[src/rtl/ysyx_22050710_mem_req_arbiter_pkg.sv]
// Shared types for the IFU/LSU request arbiter: FSM states, owner IDs and
// the two-way round-robin pick.
package ysyx_22050710_mem_req_arbiter_pkg;

  typedef enum logic [1:0] {
    ST_IDLE  = 2'd0,
    ST_ISSUE = 2'd1,
    ST_WAIT  = 2'd2
  } arb_state_e;

  localparam logic OWNER_IF  = 1'b0;
  localparam logic OWNER_MEM = 1'b1;

  // LSU wins when it is alone, or on a conflict when IF was not last granted's loser.
  function automatic logic pick_mem(input logic if_req, input logic mem_req,
                                    input logic last_owner);
    return mem_req & (~if_req | (last_owner == OWNER_IF));
  endfunction

endpackage

[src/rtl/ysyx_22050710_mem_req_arbiter.sv]
// Two-master (IFU/LSU) arbiter feeding the AXI master wrapper's single rw port:
// grant, latch, issue one rw_req pulse, hold fields until data_ok, route completion.
module ysyx_22050710_mem_req_arbiter
  import ysyx_22050710_mem_req_arbiter_pkg::*;
#(
  parameter int DATA_WIDTH = 64,
  parameter int ADDR_WIDTH = 32,
  parameter int STRB_WIDTH = DATA_WIDTH / 8
) (
  input  logic                  i_aclk,
  input  logic                  i_arsetn,
  input  logic                  i_if_req,
  input  logic [1:0]            i_if_size,
  input  logic [ADDR_WIDTH-1:0] i_if_addr,
  output logic                  o_if_addr_ok,
  output logic                  o_if_data_ok,
  output logic [DATA_WIDTH-1:0] o_if_rdata,
  input  logic                  i_mem_req,
  input  logic                  i_mem_wr,
  input  logic [1:0]            i_mem_size,
  input  logic [ADDR_WIDTH-1:0] i_mem_addr,
  input  logic [STRB_WIDTH-1:0] i_mem_wstrb,
  input  logic [DATA_WIDTH-1:0] i_mem_wdata,
  output logic                  o_mem_addr_ok,
  output logic                  o_mem_data_ok,
  output logic [DATA_WIDTH-1:0] o_mem_rdata,
  output logic                  o_rw_req,
  output logic                  o_rw_wr,
  output logic [1:0]            o_rw_size,
  output logic [ADDR_WIDTH-1:0] o_rw_addr,
  output logic [STRB_WIDTH-1:0] o_rw_wstrb,
  output logic [DATA_WIDTH-1:0] o_rw_wdata,
  input  logic                  i_rw_data_ok,
  input  logic [DATA_WIDTH-1:0] i_rw_rdata
);

  arb_state_e            state_q;
  logic                  last_q;
  logic                  owner_q;
  logic                  rw_req_q;
  logic                  wr_q;
  logic [1:0]            size_q;
  logic [ADDR_WIDTH-1:0] addr_q;
  logic [STRB_WIDTH-1:0] wstrb_q;
  logic [DATA_WIDTH-1:0] wdata_q;

  logic grant_any, grant_mem, grant_if, done;

  always_comb begin
    grant_any = (state_q == ST_IDLE) & (i_if_req | i_mem_req);
    grant_mem = grant_any & pick_mem(i_if_req, i_mem_req, last_q);
    grant_if  = grant_any & ~grant_mem;
    done      = (state_q == ST_WAIT) & i_rw_data_ok;
  end

  // Handshakes are forced low while reset is asserted.
  assign o_if_addr_ok  = i_arsetn & grant_if;
  assign o_mem_addr_ok = i_arsetn & grant_mem;
  assign o_if_data_ok  = i_arsetn & done & (owner_q == OWNER_IF);
  assign o_mem_data_ok = i_arsetn & done & (owner_q == OWNER_MEM);
  assign o_if_rdata    = i_rw_rdata;
  assign o_mem_rdata   = i_rw_rdata;

  assign o_rw_req   = rw_req_q;
  assign o_rw_wr    = wr_q;
  assign o_rw_size  = size_q;
  assign o_rw_addr  = addr_q;
  assign o_rw_wstrb = wstrb_q;
  assign o_rw_wdata = wdata_q;

  always_ff @(posedge i_aclk) begin
    if (!i_arsetn) begin
      state_q  <= ST_IDLE;
      last_q   <= OWNER_IF;
      owner_q  <= OWNER_IF;
      rw_req_q <= 1'b0;
      wr_q     <= 1'b0;
      size_q   <= '0;
      addr_q   <= '0;
      wstrb_q  <= '0;
      wdata_q  <= '0;
    end else begin
      rw_req_q <= 1'b0;
      case (state_q)
        ST_IDLE: begin
          if (grant_mem) begin
            state_q  <= ST_ISSUE;
            last_q   <= OWNER_MEM;
            owner_q  <= OWNER_MEM;
            rw_req_q <= 1'b1;
            wr_q     <= i_mem_wr;
            size_q   <= i_mem_size;
            addr_q   <= i_mem_addr;
            wstrb_q  <= i_mem_wstrb;
            wdata_q  <= i_mem_wdata;
          end else if (grant_if) begin
            state_q  <= ST_ISSUE;
            last_q   <= OWNER_IF;
            owner_q  <= OWNER_IF;
            rw_req_q <= 1'b1;
            wr_q     <= 1'b0;
            size_q   <= i_if_size;
            addr_q   <= i_if_addr;
            wstrb_q  <= '0;
            wdata_q  <= '0;
          end
        end
        ST_ISSUE: state_q <= ST_WAIT;
        ST_WAIT:  if (i_rw_data_ok) state_q <= ST_IDLE;
        default:  state_q <= ST_IDLE;
      endcase
    end
  end

endmodule

[config.mk]
export PLATFORM = sky130hd
export DESIGN_NAME = ysyx_22050710_mem_req_arbiter
export DESIGN_NICKNAME = d
export VERILOG_FILES = /design/src/rtl/ysyx_22050710_mem_req_arbiter_pkg.sv /design/src/rtl/ysyx_22050710_mem_req_arbiter.sv
export SDC_FILE = /design/constraint.sdc
export NUM_CORES = 1
export LEC_CHECK = 0
export ABC_AREA = 1
export BUFFER_PORTS_ARGS = -buffer_cell sky130_fd_sc_hd__buf_2
export CELL_PAD_IN_SITES_DETAIL_PLACEMENT = 0
export CELL_PAD_IN_SITES_GLOBAL_PLACEMENT = 2
export CORE_MARGIN = 8
export CORE_UTILIZATION = 20
export CTS_BUF_LIST = sky130_fd_sc_hd__clkbuf_8
export DETAILED_ROUTE_END_ITERATION = 8
export PLACE_DENSITY = 0.95
export SYNTH_ARGS = -nofsm -noshare
export SYNTH_HDL_FRONTEND = slang
export SYNTH_SLANG_ARGS = --single-unit
[constraint.sdc]
create_clock -name i_aclk -period 3.4 [get_ports i_aclk]
set_clock_uncertainty 0.05 [all_clocks]
set_input_delay 0.17 -clock i_aclk [delete_from_list [all_inputs] [get_ports i_aclk]]
set_output_delay 0.17 -clock i_aclk [all_outputs]
set_load 0.05 [all_outputs]
Word-level counts from Yosys, hierarchy flattened
Cells that the tools add are included.
{ "word_totals": {"regBits": 111, "input_bits": 210, "out_inout_bits": 240, "wordCells": 49} }
{ "op_classes": {"n_eq_ne": 4, "mux": 17, "bitwise_logic": 15, "n_reduce_logical": 5} }
{ "ops": {"columns": ["op", "count"], "rows": [
  ["$mux 64", 2],
  ["$mux 32", 2],
  ["$mux 8", 2],
  ["$and 1x1->1", 10],
  ["$mux 2", 5],
  ["$pmux 2 s3", 1],
  ["$reduce_and 2->1", 3],
  ["$mux 1", 5],
  ["$ne 3x3->1 const B", 1],
  ["$not 1->1", 3],
  ["$eq 2x1->1 const B", 1],
  ["$eq 2x2->1 const B", 1],
  ["$logic_not 2->1", 1],
  ["$ne 2x2->1 const B", 1],
  ["$or 1x1->1", 2],
  ["$reduce_bool 2->1", 1]
]} }

Depth between registers and ports, before layout
{ "logic_depth": {"word_depth": 9, "depth_mapped": 8, "ltp_nobuf": 8} }

Worst setup path before layout
Ideal clock, no wire load.
{ "synth_timing": {"kind": "input to output", "from": "input i_arsetn", "to": "output o_if_data_ok", "arrival_ps": 1386, "required_time_ps": 3180, "path_slack_ps": 1794, "stages": 4, "path_buffers": 2, "path_cell_list": "buf_2 -> clkbuf_1 -> nand4_1 -> nor2_1"} }
{ "synth_between": {"elab_chain_cells": 2} }
{ "synth_rtl": {"columns": ["element", "line_no", "source"], "rows": [
  ["from (decl)", "ysyx_22050710_mem_req_arbiter.sv:11", "input logic i_arsetn,"],
  ["$and 1x1->1 (2 in a row)", "ysyx_22050710_mem_req_arbiter.sv:59", "assign o_if_data_ok = i_arsetn & done & (owner_q == OWNER_IF);"],
  ["to (decl)", "ysyx_22050710_mem_req_arbiter.sv:16", "output logic o_if_data_ok,"]
]} }
Every way passes these cells.

Worst setup path after layout
{ "layout_timing": {"from": "register state_q[1]", "to": "register addr_q[5] (netlist: o_rw_addr[5])"} }
{ "layout_between": {"elab_chain_cells": 7, "word_cells_on_any_way": 8, "classes_between": "1 x mux; 4 x bitwise; 3 x reduce/logical"} }
{ "layout_rtl": {"columns": ["element", "line_no", "source"], "rows": [
  ["from (decl)", "ysyx_22050710_mem_req_arbiter.sv:37", "arb_state_e state_q;"],
  ["from (signal assigned)", "ysyx_22050710_mem_req_arbiter.sv:73", "state_q <= ST_IDLE;"],
  ["from (signal assigned)", "ysyx_22050710_mem_req_arbiter.sv:87", "state_q <= ST_ISSUE;"],
  ["from (signal assigned)", "ysyx_22050710_mem_req_arbiter.sv:97", "state_q <= ST_ISSUE;"],
  ["$logic_not 2->1 *", "ysyx_22050710_mem_req_arbiter.sv:50, ysyx_22050710_mem_req_arbiter.sv:84", null],
  ["$and 1x1->1", "ysyx_22050710_mem_req_arbiter.sv:50", "grant_any = (state_q == ST_IDLE) & (i_if_req | i_mem_req);"],
  ["$and 1x1->1", "ysyx_22050710_mem_req_arbiter.sv:51", "grant_mem = grant_any & pick_mem(i_if_req, i_mem_req, last_q);"],
  ["$not 1->1", "ysyx_22050710_mem_req_arbiter.sv:52", "grant_if = grant_any & ~grant_mem;"],
  ["$and 1x1->1", "ysyx_22050710_mem_req_arbiter.sv:52", null],
  ["$reduce_bool 2->1 (no line)", null, null],
  ["$reduce_and 2->1 (no line)", null, null],
  ["to (signal assigned)", "ysyx_22050710_mem_req_arbiter.sv:93", "addr_q <= i_mem_addr;"],
  ["to (signal assigned)", "ysyx_22050710_mem_req_arbiter.sv:103", "addr_q <= i_if_addr;"],
  ["to (decl)", "ysyx_22050710_mem_req_arbiter.sv:43", "logic [ADDR_WIDTH-1:0] addr_q;"]
]} }
Every way passes the cells marked *; elsewhere a longest branch is shown, timed or not.
A chain may end at the register's enable or synchronous reset.

==> run_results.csv <==
group,metric,value,unit
clock_network,postCtsSetupBuffers,0,
routing,drcViolationCount,0,
clock_network,htree_levels,3,
floorplan,initial_core_util,20.1,%
timing,finalSetupTns,0,ns
cells_and_area,fin_cells,1261,
yosys,synth_nets,921,
clock_network,insertion_delay,0.38,ns
yosys,synth_top_family_by_area,"simple AND/OR/NAND/NOR gates",
yosys,synth_fa_ha_area_share,0,%
floorplan,io_pins,450,
cells_and_area,drive_gt1_share,31.3,%
floorplan,die_w,177,um
clock_network,cts_buffers,9,
yosys,avgSynthCellArea,7.32,um^2
cells_and_area,multi_input_area,1720,um^2
yosys,async_flop_share,0,%
power_and_ir_drop,leakage,3.78,nW
floorplan,rows,59,
floorplan,die_area,31400,um^2
setup_path,path_delay_family,"simple AND/OR/NAND/NOR gates",
setup_path,critPathKind,"reg -> reg",
run_status,status,"completed",
setup_path,crit_buf_inv,2,
global_routing,first_global_vias,5310,
worst_hold_path,hp-class,"in -> reg",
yosys,ys.flop_type,"dfxtp_1",
place,dp_hpwl,13400,um
yosys,ys_ff_latch,111,
setup_path,cp_max_fo,28,
global_routing,grt_pass1_wl,28400,um
setup_path,cpMaxStageDelayCell,"nor2_4",
clock_network,cts_max_path_buffers,2,
routing,ant_nets,0,
clock_network,clk_pin_slew_worst_paths,0.12,ns
timing,finalWorstSetupSlack,1.12,ns
yosys,synth_cells,711,
place,io_buffers,257,
cells_and_area,fill_cells,2830,
yosys,yosysTopAreaCell,"dfxtp_1",
power_and_ir_drop,power.density,490,nW/um^2
global_routing,grt_max_degree,80,
setup_path,cp_common_cell,"nor2_4",
timing,max_slew_margin,41.7,%
timing,drv_slew,0,
setup_path,worstSetupStartpointType,"register",
clock_network,cts_tree,"yes",
yosys,ys_seq_area_share,42.7,%
timing,max_slew.worst_pin.slew,0.874,ns
setup_path,critical_path.cell_chain,"nor2_4, nand2_4, inv_2, nor2_4, nand2_1, nand3_1, dlygate4sd3_1",
timing,rsz0062_at_grt,"false",
yosys,synth.top_cell.area_share,42.7,%
global_routing,antenna_found_initial,0,
run,cap_violations,0,
setup_path,end_kind,"register",
cells_and_area,finalNetCount,1131,
place,globalplace.congestion,0.745,
routing,wl,19000,um
clock_network,root_buffer,"clkbuf_8",
global_routing,overflow,0,
floorplan,dieHeight,177,um
power_and_ir_drop,peakVddDrop,216,uV
timing,setup_viol,0,
yosys,ys_warn_count,0,
clock_network,cts_sinks,111,
global_routing,grt_use_total,11.5,%
routing,drt_iter0_drc,133,
timing,period_needed,2.28,ns
place,place_inst,1148,
routing,wire_per_inst,15.1,um
yosys,syn_area,5200,um^2
yosys,yosysUniqueCellTypes,20,
cells_and_area,regArea,2220,um^2
routing,vias,4995,
timing,final_hold_viol_count,0,
yosys,synth.area.top_cells,"dfxtp_1 43%, buf_4 20%, nand2_1 18%",
setup_path,max_stage_delay,0.64,ns
timing,max_freq,439,MHz
yosys,synth_edf_count,0,
cells_and_area,diodes,0,
yosys,synth_xor_xnor_area_share,0,%
routing,avgViaCountPerCell,3.96,
cells_and_area,areaGrowthSynthToFinish,35.4,%
place,post-place-ws,1.60,ns
setup_path,crit_required,3.67,ns
routing,firstDrtPassIters,5,
yosys,ys_top_cells_by_count,"246 x nand2_1, 139 x buf_4, 111 x dfxtp_1",
floorplan,fp.coreArea,25800,um^2
yosys,synth_compound_area_share,4.66,%
yosys,synth.most_common_cell,"nand2_1",
timing,post-route-period-util,67.0,%
setup_path,cp.arrival,2.55,ns
yosys,synthMuxAreaShare,0,%
yosys,synth-simple-area-share,28.2,%
==> cell families after synthesis <==
kind of cell	count (synthesis)
AO/OA/AOI/OAI	48
flip-flops	111
buffers and inverters	198
AND/OR/NAND/NOR	354
==> timing repair <==
item | CTS | global route
resized for setup | 0 | 0
hold endpoints to repair | 88 | 0
endpoints found under the setup margin | 0 | 0
hold buffers | 97 | 0
==> final timing paths <==
check                                      to     startpoint  slack (ns)  cells past startpoint
worst max-delay path             o_rw_addr[5]     state_q[1]        1.12                      7
worst min-delay path            o_rw_addr[16]  i_if_addr[16]        0.04                      5
worst max register to register   o_rw_addr[5]     state_q[1]        1.12                      7
worst min register to register  o_rw_addr[16]  o_rw_addr[16]        0.41                      2
==> sequential cells by signal (all words and copies together) (netlist names) <==
register and cells:
o_rw_wdata 64, o_rw_addr 32, o_rw_wstrb 8, o_rw_size 2, state_q 2, o_rw_req 1
o_rw_wr 1, owner_q 1
==> worst register-to-register path: stages (launching register included) <==
cell and delay (ns):
dfxtp_1 0.41, nor2_4 0.09, nand2_4 0.07, inv_2 0.18, nor2_4 0.64, nand2_1 0.13, nand3_1 0.11, dlygate4sd3_1 0.54
==> stage by stage <==
step | cell area (um^2) | power (mW) | utilization (%) | hold WS, ns
final | 7050 | 3.45 | 27.3 | 0.0419
after global routing | 7050 | 3.66 | 27.3 | 0.0205
after CTS | 7050 | 3.54 | 27.3 | 0.000301
after detailed placement | 5850 | 2.47 | 22.6 | 0.290
after global placement | 5850 | 2.46 | 22.6 | 0.290
after floorplan | 5200 | 2.57 | - | 0.223
==> cells in the final DEF, fill, tap and decap left out <==
cell type,count
inv_6,2
nor2_4,3
buf_4,10
nor3_1,1
dlygate4sd3_1,97
nand2_4,1
inv_8,1
o21ai_1,12
inv_2,2
buf_2,256
nor2_1,13
dfxtp_1,111
clkbuf_8,9
nor2_2,1
inv_1,32
a21oi_1,3
o21ai_0,32
nand3_2,1
clkinv_4,1
nand3_1,87
nand2_1,246
clkinv_2,1
o21a_1,1
nand4_1,1
bufinv_16,2
==> area by class of cell <==
cell class | instances | share of cell area [%]
Multi-Input combinational cell | 402 | 24.5
Clock inverter | 7 | 1.46
Inverter | 34 | 1.81
Timing Repair Buffer | 363 | 33.0
Sequential cell | 111 | 31.5
Clock buffer | 9 | 1.76
Tap cell | 335 | 5.95
==> metal layers <==
metal / GRT usage (%) / wire, um / vias up
met4: 7.36 / 1060 / 0
met2: 19.7 / 8980 / 232
li1: - / - / 2507
met5: 0 / 0 / -
met3: 4.32 / 1990 / 79
met1: 11.6 / 7000 / 2177
==> power breakdown <==
group | total (mW) | switching, mW | internal (mW) | leakage [nW]
Sequential | 1.48 | 0.0629 | 1.42 | 0.911
Clock | 0.926 | 0.499 | 0.427 | 0.116
Combinational | 1.04 | 0.738 | 0.306 | 2.75
(Power assumes the default switching activity.)
